**src/rtl/mips_defs_pkg.sv**
```systemverilog
// Shared MIPS control definitions: FSM state codes, opcode/funct values,
// ALU op and datapath mux-select encodings, and the control-word struct.
package mips_defs;

  localparam logic [3:0] S_FETCH    = 4'd0;
  localparam logic [3:0] S_DECODE   = 4'd1;
  localparam logic [3:0] S_EXEC_R   = 4'd2;
  localparam logic [3:0] S_WB_R     = 4'd3;
  localparam logic [3:0] S_EXEC_I   = 4'd4;
  localparam logic [3:0] S_WB_I     = 4'd5;
  localparam logic [3:0] S_MEM_ADDR = 4'd6;
  localparam logic [3:0] S_MEM_RD   = 4'd7;
  localparam logic [3:0] S_WB_MEM   = 4'd8;
  localparam logic [3:0] S_MEM_WR   = 4'd9;
  localparam logic [3:0] S_BRANCH   = 4'd10;
  localparam logic [3:0] S_JUMP     = 4'd11;
  localparam logic [3:0] S_JAL      = 4'd12;
  localparam logic [3:0] S_JR       = 4'd13;
  localparam logic [3:0] S_HALT     = 4'd14;

  localparam logic [5:0] OP_RTYPE = 6'b000000;
  localparam logic [5:0] OP_J     = 6'b000010;
  localparam logic [5:0] OP_JAL   = 6'b000011;
  localparam logic [5:0] OP_BEQ   = 6'b000100;
  localparam logic [5:0] OP_BNE   = 6'b000101;
  localparam logic [5:0] OP_ADDI  = 6'b001000;
  localparam logic [5:0] OP_LW    = 6'b100011;
  localparam logic [5:0] OP_SW    = 6'b101011;

  localparam logic [5:0] FN_ADD = 6'b100000;
  localparam logic [5:0] FN_SUB = 6'b100010;
  localparam logic [5:0] FN_AND = 6'b100100;
  localparam logic [5:0] FN_OR  = 6'b100101;
  localparam logic [5:0] FN_SLT = 6'b101010;
  localparam logic [5:0] FN_JR  = 6'b001000;

  localparam logic [1:0] ALU_ADD   = 2'b00;
  localparam logic [1:0] ALU_SUB   = 2'b01;
  localparam logic [1:0] ALU_FUNCT = 2'b10;

  localparam logic [1:0] REGDST_RT = 2'b00;
  localparam logic [1:0] REGDST_RD = 2'b01;
  localparam logic [1:0] REGDST_RA = 2'b10;

  localparam logic [1:0] MTR_ALUOUT = 2'b00;
  localparam logic [1:0] MTR_MDR    = 2'b01;
  localparam logic [1:0] MTR_PC     = 2'b10;

  localparam logic       SRCA_PC = 1'b0;
  localparam logic       SRCA_RS = 1'b1;

  localparam logic [1:0] SRCB_RT     = 2'b00;
  localparam logic [1:0] SRCB_FOUR   = 2'b01;
  localparam logic [1:0] SRCB_IMM    = 2'b10;
  localparam logic [1:0] SRCB_IMM_SH = 2'b11;

  localparam logic [1:0] PCSRC_ALU    = 2'b00;
  localparam logic [1:0] PCSRC_ALUOUT = 2'b01;
  localparam logic [1:0] PCSRC_JUMP   = 2'b10;
  localparam logic [1:0] PCSRC_RS     = 2'b11;

  typedef struct packed {
    logic       pc_write;
    logic       ir_write;
    logic       iord;
    logic       mem_read;
    logic       mem_write;
    logic       reg_write;
    logic [1:0] reg_dst;
    logic [1:0] mem_to_reg;
    logic       alu_src_a;
    logic [1:0] alu_src_b;
    logic [1:0] alu_op;
    logic [1:0] pc_source;
  } ctrl_t;

  // State that follows DECODE; S_HALT means the instruction is unsupported.
  function automatic logic [3:0] decode_next(input logic [5:0] opcode,
                                             input logic [5:0] funct);
    logic [3:0] nxt;
    nxt = S_HALT;
    case (opcode)
      OP_RTYPE: begin
        case (funct)
          FN_JR:                                 nxt = S_JR;
          FN_ADD, FN_SUB, FN_AND, FN_OR, FN_SLT: nxt = S_EXEC_R;
          default:                               nxt = S_HALT;
        endcase
      end
      OP_LW, OP_SW:   nxt = S_MEM_ADDR;
      OP_ADDI:        nxt = S_EXEC_I;
      OP_BEQ, OP_BNE: nxt = S_BRANCH;
      OP_J:           nxt = S_JUMP;
      OP_JAL:         nxt = S_JAL;
      default:        nxt = S_HALT;
    endcase
    return nxt;
  endfunction

endpackage

```
**src/rtl/mc_wait_timer.sv**
```systemverilog
// Memory wait counter: counts stalled cycles in a memory state and flags
// when the count has reached TIMEOUT (never, when TIMEOUT is 0).
module mc_wait_timer #(
  parameter int TIMEOUT = 16
) (
  input  logic clk,
  input  logic reset,
  input  logic clr,
  input  logic cnt,
  output logic expired
);

  localparam int W = (TIMEOUT < 2) ? 1 : $clog2(TIMEOUT + 1);

  logic [W-1:0] count_q;

  always_ff @(posedge clk or posedge reset) begin
    if (reset) begin
      count_q <= '0;
    end else if (clr) begin
      count_q <= '0;
    end else if (cnt) begin
      count_q <= count_q + W'(1);
    end
  end

  assign expired = (TIMEOUT != 0) && (count_q == W'(TIMEOUT));

endmodule

```
**src/rtl/mc_control.sv**
```systemverilog
// Multicycle MIPS control sequencer: steps each instruction through
// fetch/decode/execute/memory/writeback and drives the datapath controls.
module mc_control
  import mips_defs::*;
#(
  parameter int TIMEOUT = 16,
  parameter int CNT_W   = 32
) (
  input  logic             clk,
  input  logic             reset,
  input  logic [5:0]       opcode,
  input  logic [5:0]       funct,
  input  logic             zero,
  input  logic             mem_ready,
  output logic             pc_write,
  output logic             ir_write,
  output logic             iord,
  output logic             mem_read,
  output logic             mem_write,
  output logic             reg_write,
  output logic [1:0]       reg_dst,
  output logic [1:0]       mem_to_reg,
  output logic             alu_src_a,
  output logic [1:0]       alu_src_b,
  output logic [1:0]       alu_op,
  output logic [1:0]       pc_source,
  output logic             halted,
  output logic             illegal,
  output logic             bus_error,
  output logic [CNT_W-1:0] retired,
  output logic [3:0]       state
);

  // Memory handshake: mem_read/mem_write is a request held steady until
  // mem_ready; the access completes in the cycle where both are high.
  logic [3:0]       state_q, state_d;
  logic [5:0]       op_q;
  logic             illegal_q, bus_error_q;
  logic [CNT_W-1:0] retired_q;
  logic             set_illegal, set_bus_error, retire;
  logic             wait_st, timer_clr, timer_cnt, expired;
  ctrl_t            ctrl, ctrl_out;

  assign wait_st   = (state_q == S_FETCH) || (state_q == S_MEM_RD) ||
                     (state_q == S_MEM_WR);
  assign timer_clr = !wait_st || mem_ready;
  assign timer_cnt = wait_st && !mem_ready && !expired;

  mc_wait_timer #(.TIMEOUT(TIMEOUT)) u_wait_timer (
    .clk     (clk),
    .reset   (reset),
    .clr     (timer_clr),
    .cnt     (timer_cnt),
    .expired (expired)
  );

  always_comb begin
    ctrl          = '0;
    state_d       = state_q;
    set_illegal   = 1'b0;
    set_bus_error = 1'b0;
    retire        = 1'b0;
    case (state_q)
      S_FETCH: begin
        ctrl.mem_read  = 1'b1;
        ctrl.alu_src_a = SRCA_PC;
        ctrl.alu_src_b = SRCB_FOUR;
        ctrl.alu_op    = ALU_ADD;
        ctrl.pc_source = PCSRC_ALU;
        if (mem_ready) begin
          ctrl.ir_write = 1'b1;
          ctrl.pc_write = 1'b1;
          state_d       = S_DECODE;
        end else if (expired) begin
          state_d       = S_HALT;
          set_bus_error = 1'b1;
        end
      end
      S_DECODE: begin
        ctrl.alu_src_a = SRCA_PC;
        ctrl.alu_src_b = SRCB_IMM_SH;
        ctrl.alu_op    = ALU_ADD;
        state_d        = decode_next(opcode, funct);
        set_illegal    = (state_d == S_HALT);
      end
      S_EXEC_R: begin
        ctrl.alu_src_a = SRCA_RS;
        ctrl.alu_src_b = SRCB_RT;
        ctrl.alu_op    = ALU_FUNCT;
        state_d        = S_WB_R;
      end
      S_WB_R: begin
        ctrl.reg_write  = 1'b1;
        ctrl.reg_dst    = REGDST_RD;
        ctrl.mem_to_reg = MTR_ALUOUT;
        retire          = 1'b1;
        state_d         = S_FETCH;
      end
      S_EXEC_I, S_MEM_ADDR: begin
        ctrl.alu_src_a = SRCA_RS;
        ctrl.alu_src_b = SRCB_IMM;
        ctrl.alu_op    = ALU_ADD;
        if (state_q == S_EXEC_I) state_d = S_WB_I;
        else state_d = (op_q == OP_LW) ? S_MEM_RD : S_MEM_WR;
      end
      S_WB_I: begin
        ctrl.reg_write  = 1'b1;
        ctrl.reg_dst    = REGDST_RT;
        ctrl.mem_to_reg = MTR_ALUOUT;
        retire          = 1'b1;
        state_d         = S_FETCH;
      end
      S_MEM_RD: begin
        ctrl.iord     = 1'b1;
        ctrl.mem_read = 1'b1;
        if (mem_ready) begin
          state_d = S_WB_MEM;
        end else if (expired) begin
          state_d       = S_HALT;
          set_bus_error = 1'b1;
        end
      end
      S_WB_MEM: begin
        ctrl.reg_write  = 1'b1;
        ctrl.reg_dst    = REGDST_RT;
        ctrl.mem_to_reg = MTR_MDR;
        retire          = 1'b1;
        state_d         = S_FETCH;
      end
      S_MEM_WR: begin
        ctrl.iord      = 1'b1;
        ctrl.mem_write = 1'b1;
        if (mem_ready) begin
          retire  = 1'b1;
          state_d = S_FETCH;
        end else if (expired) begin
          state_d       = S_HALT;
          set_bus_error = 1'b1;
        end
      end
      S_BRANCH: begin
        ctrl.alu_src_a = SRCA_RS;
        ctrl.alu_src_b = SRCB_RT;
        ctrl.alu_op    = ALU_SUB;
        ctrl.pc_source = PCSRC_ALUOUT;
        ctrl.pc_write  = (op_q == OP_BEQ) ? zero : !zero;
        retire         = 1'b1;
        state_d        = S_FETCH;
      end
      S_JUMP: begin
        ctrl.pc_source = PCSRC_JUMP;
        ctrl.pc_write  = 1'b1;
        retire         = 1'b1;
        state_d        = S_FETCH;
      end
      S_JAL: begin
        // PC already holds PC+4 here, so it is the link value.
        ctrl.pc_source  = PCSRC_JUMP;
        ctrl.pc_write   = 1'b1;
        ctrl.reg_write  = 1'b1;
        ctrl.reg_dst    = REGDST_RA;
        ctrl.mem_to_reg = MTR_PC;
        retire          = 1'b1;
        state_d         = S_FETCH;
      end
      S_JR: begin
        ctrl.pc_source = PCSRC_RS;
        ctrl.pc_write  = 1'b1;
        retire         = 1'b1;
        state_d        = S_FETCH;
      end
      S_HALT: state_d = S_HALT;
      default: state_d = S_HALT;
    endcase
  end

  // Only the opcode is needed after DECODE (lw/sw and beq/bne split later).
  always_ff @(posedge clk or posedge reset) begin
    if (reset) begin
      state_q     <= S_FETCH;
      op_q        <= '0;
      illegal_q   <= 1'b0;
      bus_error_q <= 1'b0;
      retired_q   <= '0;
    end else begin
      state_q <= state_d;
      if (state_q == S_DECODE) op_q <= opcode;
      if (set_illegal) illegal_q <= 1'b1;
      if (set_bus_error) bus_error_q <= 1'b1;
      if (retire) retired_q <= retired_q + CNT_W'(1);
    end
  end

  // Reset is asynchronous, so controls are masked combinationally as well.
  assign ctrl_out   = reset ? '0 : ctrl;
  assign pc_write   = ctrl_out.pc_write;
  assign ir_write   = ctrl_out.ir_write;
  assign iord       = ctrl_out.iord;
  assign mem_read   = ctrl_out.mem_read;
  assign mem_write  = ctrl_out.mem_write;
  assign reg_write  = ctrl_out.reg_write;
  assign reg_dst    = ctrl_out.reg_dst;
  assign mem_to_reg = ctrl_out.mem_to_reg;
  assign alu_src_a  = ctrl_out.alu_src_a;
  assign alu_src_b  = ctrl_out.alu_src_b;
  assign alu_op     = ctrl_out.alu_op;
  assign pc_source  = ctrl_out.pc_source;
  assign halted     = !reset && (state_q == S_HALT);
  assign illegal    = illegal_q;
  assign bus_error  = bus_error_q;
  assign retired    = retired_q;
  assign state      = state_q;

endmodule

```
**config.mk**
```make
export PLATFORM = sky130hd
export DESIGN_NAME = mc_control
export DESIGN_NICKNAME = d
export VERILOG_FILES = /design/src/rtl/mips_defs_pkg.sv /design/src/rtl/mc_wait_timer.sv /design/src/rtl/mc_control.sv
export SDC_FILE = /design/constraint.sdc
export NUM_CORES = 1
export LEC_CHECK = 0
export CORE_MARGIN = 5
export CORE_UTILIZATION = 49
export DETAILED_ROUTE_END_ITERATION = 12
export PLACE_DENSITY_LB_ADDON = 0.3
export SETUP_SLACK_MARGIN = 0.1
export SLEW_MARGIN = 5
export SYNTH_ARGS = -nofsm -noshare
export SYNTH_HDL_FRONTEND = slang
export SYNTH_HIERARCHICAL = 1
export SYNTH_SLANG_ARGS = --single-unit
```
**constraint.sdc**
```tcl
create_clock -name clk -period 3.05 [get_ports clk]
set_clock_uncertainty 0.1 [all_clocks]
set_input_delay 0.305 -clock clk [delete_from_list [all_inputs] [get_ports clk]]
set_output_delay 0.305 -clock clk [all_outputs]
set_load 0.1 [all_outputs]
```
Yosys cells after proc, flatten, opt, wreduce, memory -nomap -nowiden. Cells that the tools add are included.

Input port bits: 16. Output and inout port bits: 56. Logic and storage cells: 92. Flip-flop bits (word level): 49.

Equal/unequal tests: 31. $add $sub $neg: 2. Reduce and logical (&&, ||, !) cells: 24. Multiplexer cells: 29.

Operators by type and width (count): == test 6 bit, second input constant (8); adder 32 x 1 -> 32 bit, second input constant (1); == test 4 bit, second input constant (8); 2-to-1 mux 4 bit (7); one-hot mux 4 bit (7 select lines) (1); one-hot mux 5 bit (5 select lines) (1); one-hot mux 4 bit (6 select lines) (1); one-hot mux 5 bit (4 select lines) (1); == test 6 x 3 -> 1 bit, second input constant (3); 2-to-1 mux 17 bit (1); == test 4 x 3 -> 1 bit, second input constant (4); == test 6 x 2 -> 1 bit, second input constant (2); == test 6 x 4 -> 1 bit, second input constant (2); OR reduction 2 bit (6); 2-to-1 mux 1 bit (10); 2-to-1 mux 5 bit (2); == test 4 x 2 -> 1 bit, second input constant (2); one-hot mux 4 bit (2 select lines) (1); OR reduction 7 bit (1); zero test 6 bit (1); one-hot mux 2 bit (3 select lines) (1); OR reduction 3 bit (2); adder 5 x 1 -> 5 bit, second input constant (1); == test 5 bit, second input constant (1); 10 further kinds (18).

Logic depth before layout (Yosys ltp).
Depth after elaboration: 7. Depth in mapped cells: 8. Mapped depth without buffers: 8.

Hierarchy. The synthesis kept the hierarchy.

By module, submodules not included: mc_control (times used 1, area an instance 2567.5 µm², cells an instance 278, seq. area each 1101.1 µm²); mc_wait_timer (times used 1, area an instance 302.8 µm², cells an instance 27, seq. area each 125.1 µm²).

Worst setup path after synthesis. No wires, ideal clock.

Kind: reg2out. Start: register state_q[3] (netlist: state[3]). End: output port mem_to_reg[0]. Arrival: 4294 ps. Path buffers: 1. Slack: -1649 ps. Cell stages (with the launch flop): 4. Cell sequence: dfrtp_1 clkbuf_1 nand2b_1 nor4_1.

Longest elaborated chain between the ends: 3.

Ends and longest elaborated chain: from (decl) (RTL line mc_control.sv:36) `logic [3:0] state_q, state_d;`; from (signal assigned) (RTL line mc_control.sv:186) `state_q <= state_d;`; == test 4 bit (tied with other cells) (RTL line mc_control.sv:63) `case (state_q)`; one-hot mux 5 bit (4 select lines) * (RTL line mc_control.sv:63); 2-to-1 mux 17 bit * (RTL line mc_control.sv:195) `assign ctrl_out = reset ? '0 : ctrl;`; to (decl) (RTL line mc_control.sv:22) `output logic [1:0] mem_to_reg,`.

Every way passes the cells marked *; elsewhere a longest branch is shown, timed or not.

Worst setup path in the final report.
Start: register op_q[1]. End: output port pc_write.

Longest elaborated chain between the ends: 4.

Ends and longest elaborated chain: from (decl) (RTL line mc_control.sv:37) `logic [5:0] op_q;`; from (signal assigned) (RTL line mc_control.sv:187) `if (state_q == S_DECODE) op_q <= opcode;`; == test 6 x 3 -> 1 bit (RTL line mc_control.sv:146) `ctrl.pc_write = (op_q == OP_BEQ) ? zero : !zero;`; 2-to-1 mux 1 bit (RTL line mc_control.sv:146); one-hot mux 1 bit (3 select lines) (RTL line mc_control.sv:63); 2-to-1 mux 17 bit (RTL line mc_control.sv:195); to (decl) (RTL line mc_control.sv:15) `output logic pc_write,`.

No other way between the ends.

==> results.txt <==
endpoint class of the critical path -> output port
Critical Path Start Type -> flop
H-tree depth -> 2
Iter 0 DRT Violations -> 121
Root Buffer -> clkbuf_8
initial core utilization -> 51.18%
clock-pin slew on the worst setup and hold paths -> 80 ps
Die Area -> 7488 um^2
CP Data Arrival Time -> 2220 ps
clk sinks -> 49
Initial DRT Pass Iterations -> 5
Worst-Margin Slew -> 561.6 ps
Syn Area/Cell -> 9.411 um^2
number of global-route vias before repair -> 2379
DRC violations left -> 0
WP data required -> 2640 ps
CTS tree -> yes
max-slew violation count -> 0
row count -> 27
Netlist cell types -> 58
Period Utilization, post-route -> 86.14%
total grt overflow -> 0
Chip Height -> 86.54 um
RSZ-0062 raised after global routing -> false
Mapped Cells -> 305
dpl hpwl -> 4977 um
drt total wl -> 6727 um
pin count of the biggest net entering global routing -> 26
Final Util -> 69.10%
VDD IR max -> 912.8 uV
min Tclk post-route -> 2627 ps
hold_buf cts -> 0
fraction of registers with async set/reset -> 100.0%
Synth Warn # -> 6
PnR worst setup slack -> 422.8 ps
fmax -> 0.3806 GHz
area grow syn2layout -> 35.00%
IO Port Bufs -> 71
crit-path max FO -> 3
TritonCTS Buffers -> 5
Ant. Diodes -> 0
Post-synth EDFFs -> 0
dpl ws -> 714.1 ps
pwr dens -> 838.8 nW/um^2
Max-slew headroom -> 61.59%
via/cell ratio -> 5.470
post-synth design cell area -> 2870 um^2
flops & latches, synth -> 49
via count -> 2456
core box area -> 5608 um^2
GRT Total Usage -> 18.94%
layout cells sized above 1 -> 29.71%
Final Hold Fails -> 0
Critical Path, Cell by Cell -> or4b_1 > nor3_1 > xnor2_1 > o211ai_1 > a221oi_4 > buf_12
Final #Nets -> 395
Crit Path Category -> reg2out
# IOs -> 72
Max Cap Violations -> 0
initial antenna violation count -> 0
Clock Latency Late Sink -> 300 ps
slowest stage cell, crit path -> or4b_1
status -> completed
DIE WIDTH -> 86.54 um
Final setup viols -> 0
Final Wtd Congestion -> 0.8048
post-synthesis net count -> 324
WL/cell -> 14.98 um
first-pass GRT wire length -> 11600 um
CP max stage delay -> 510 ps
Leak -> 1.750 nW
top_reg_cell synth -> dfrtp_1
hold crit path type -> in2async
sequential area share after synthesis -> 42.72%
Post-CTS Setup Bufs -> 0
CTS max path bufs -> 2
final antenna-violating net count -> 0
CTS resizes -> 0
==> cell usage in the layout, fill, tap and decap left out, types with 10 or more instances in the layout <==
master	instances
buf_4	51
dfrtp_1	46
nor2_1	24
nand2_1	22
xnor2_1	22
nand3_1	15
clkdlybuf4s50_1	15
xor2_1	12
buf_12	12
nand2b_1	11
inv_1	11
nand4_1	11
nor3_1	10
==> worst max-delay path, delay by kind of cell, from the launching register on <==
| kind | cells | cell delay, ps |
|---|---|---|
| compound gates | 2 | 460 |
| xor+xnor | 1 | 150 |
| buf+inv | 1 | 210 |
| flops | 1 | 390 |
| simple gates | 2 | 720 |
==> cells by family after synthesis <==
family                   share of synthesized area, %
adder cells (fa/ha/maj)                         1.308
buffers and inverters                           3.923
AO/OA/AOI/OAI                                   8.239
multiplexers                                    5.275
AND/OR/NAND/NOR                                 28.16
XOR/XNOR                                        10.37
flip-flops                                      42.72
==> sequential cells by signal, indices dropped and copies added (netlist names) <==
name and flops:
retired 32, state 4, bus_error 1, illegal 1
u_wait_timer/count_q 5, op_q 6
==> area by class of cell <==
cell class | count | area [um^2]
Fill cell | 463 | 1733
Multi-Input combinational cell | 230 | 1617
Sequential cell | 49 | 1230
Timing Repair Buffer | 78 | 773.2
Tap cell | 72 | 90.09
Clock buffer | 7 | 86.33
Inverter | 12 | 48.80
Clock inverter | 1 | 30.03
==> through the flow <==
step                hold slack (ps)  TNS (ps)  power [mW]  cells  instance area [um^2]
CTS                           331.4         0       3.262    449                  3875
floorplan                    -16.48    -421.5       2.360    305                  2963
global placement              360.9         0       2.755    441                  3759
detailed placement            368.1         0       2.780    441                  3759
global route                  355.2         0       3.419    449                  3875
finish                        324.7         0       3.250    449                  3875
==> Yosys cell counts (5+ instances only) <==
| cell type | number | area share, % |
|---|---|---|
| nand2_1 | 22 | 2.9 |
| nor2_1 | 31 | 4.1 |
| a31oi_1 | 5 | 1.1 |
| dfrtp_1 | 49 | 43 |
| nand2b_1 | 11 | 2.4 |
| mux2_2 | 9 | 3.5 |
| xnor2_1 | 22 | 6.7 |
| a21oi_1 | 10 | 1.7 |
| inv_1 | 12 | 1.6 |
| nand3_1 | 15 | 2.6 |
| xor2_1 | 12 | 3.7 |
| nor3_1 | 14 | 2.4 |
| nand4_1 | 11 | 2.4 |
| and3_1 | 9 | 2.0 |
| clkbuf_1 | 5 | 0.65 |
| nand3b_1 | 6 | 1.6 |
==> path summary, 6_finish.rpt <==
kind,startpoint,endpoint,slack [ps],depth (start not counted)
worst max-delay path,op_q[1]$_DFFE_PP0P_,pc_write,420,6
worst min-delay path,reset,u_wait_timer/count_q[3]$_DFFE_PP0P_,320,3
worst max register to register,state[2]$_DFF_PP0_,retired[9]$_DFFE_PP0P_,810,6
worst min register to register,retired[31]$_DFFE_PP0P_,retired[31]$_DFFE_PP0P_,370,1
max in group asynchronous,reset,retired[20]$_DFFE_PP0P_,2100,4
min in group clk,retired[31]$_DFFE_PP0P_,retired[31]$_DFFE_PP0P_,370,1
==> routing by layer <==
| layer | part of all wire [%] | up-vias | global-route usage, % |
|---|---|---|---|
| met3 | 4.6 | 8 | 3.517 |
| met2 | 48 | 55 | 29.90 |
| met4 | 1.0 | 0 | 4.533 |
| met5 | 0 | - | 0 |
| li1 | - | 1211 | - |
| met1 | 47 | 1182 | 27.01 |
==> where the power goes <==
part | switching (mW) | internal, mW
Combinational | 1.24 | 0.543
Sequential | 0.237 | 0.760
Clock | 0.207 | 0.267
Total | 1.68 | 1.57
Note: power is estimated with default switching activity, not from simulation.
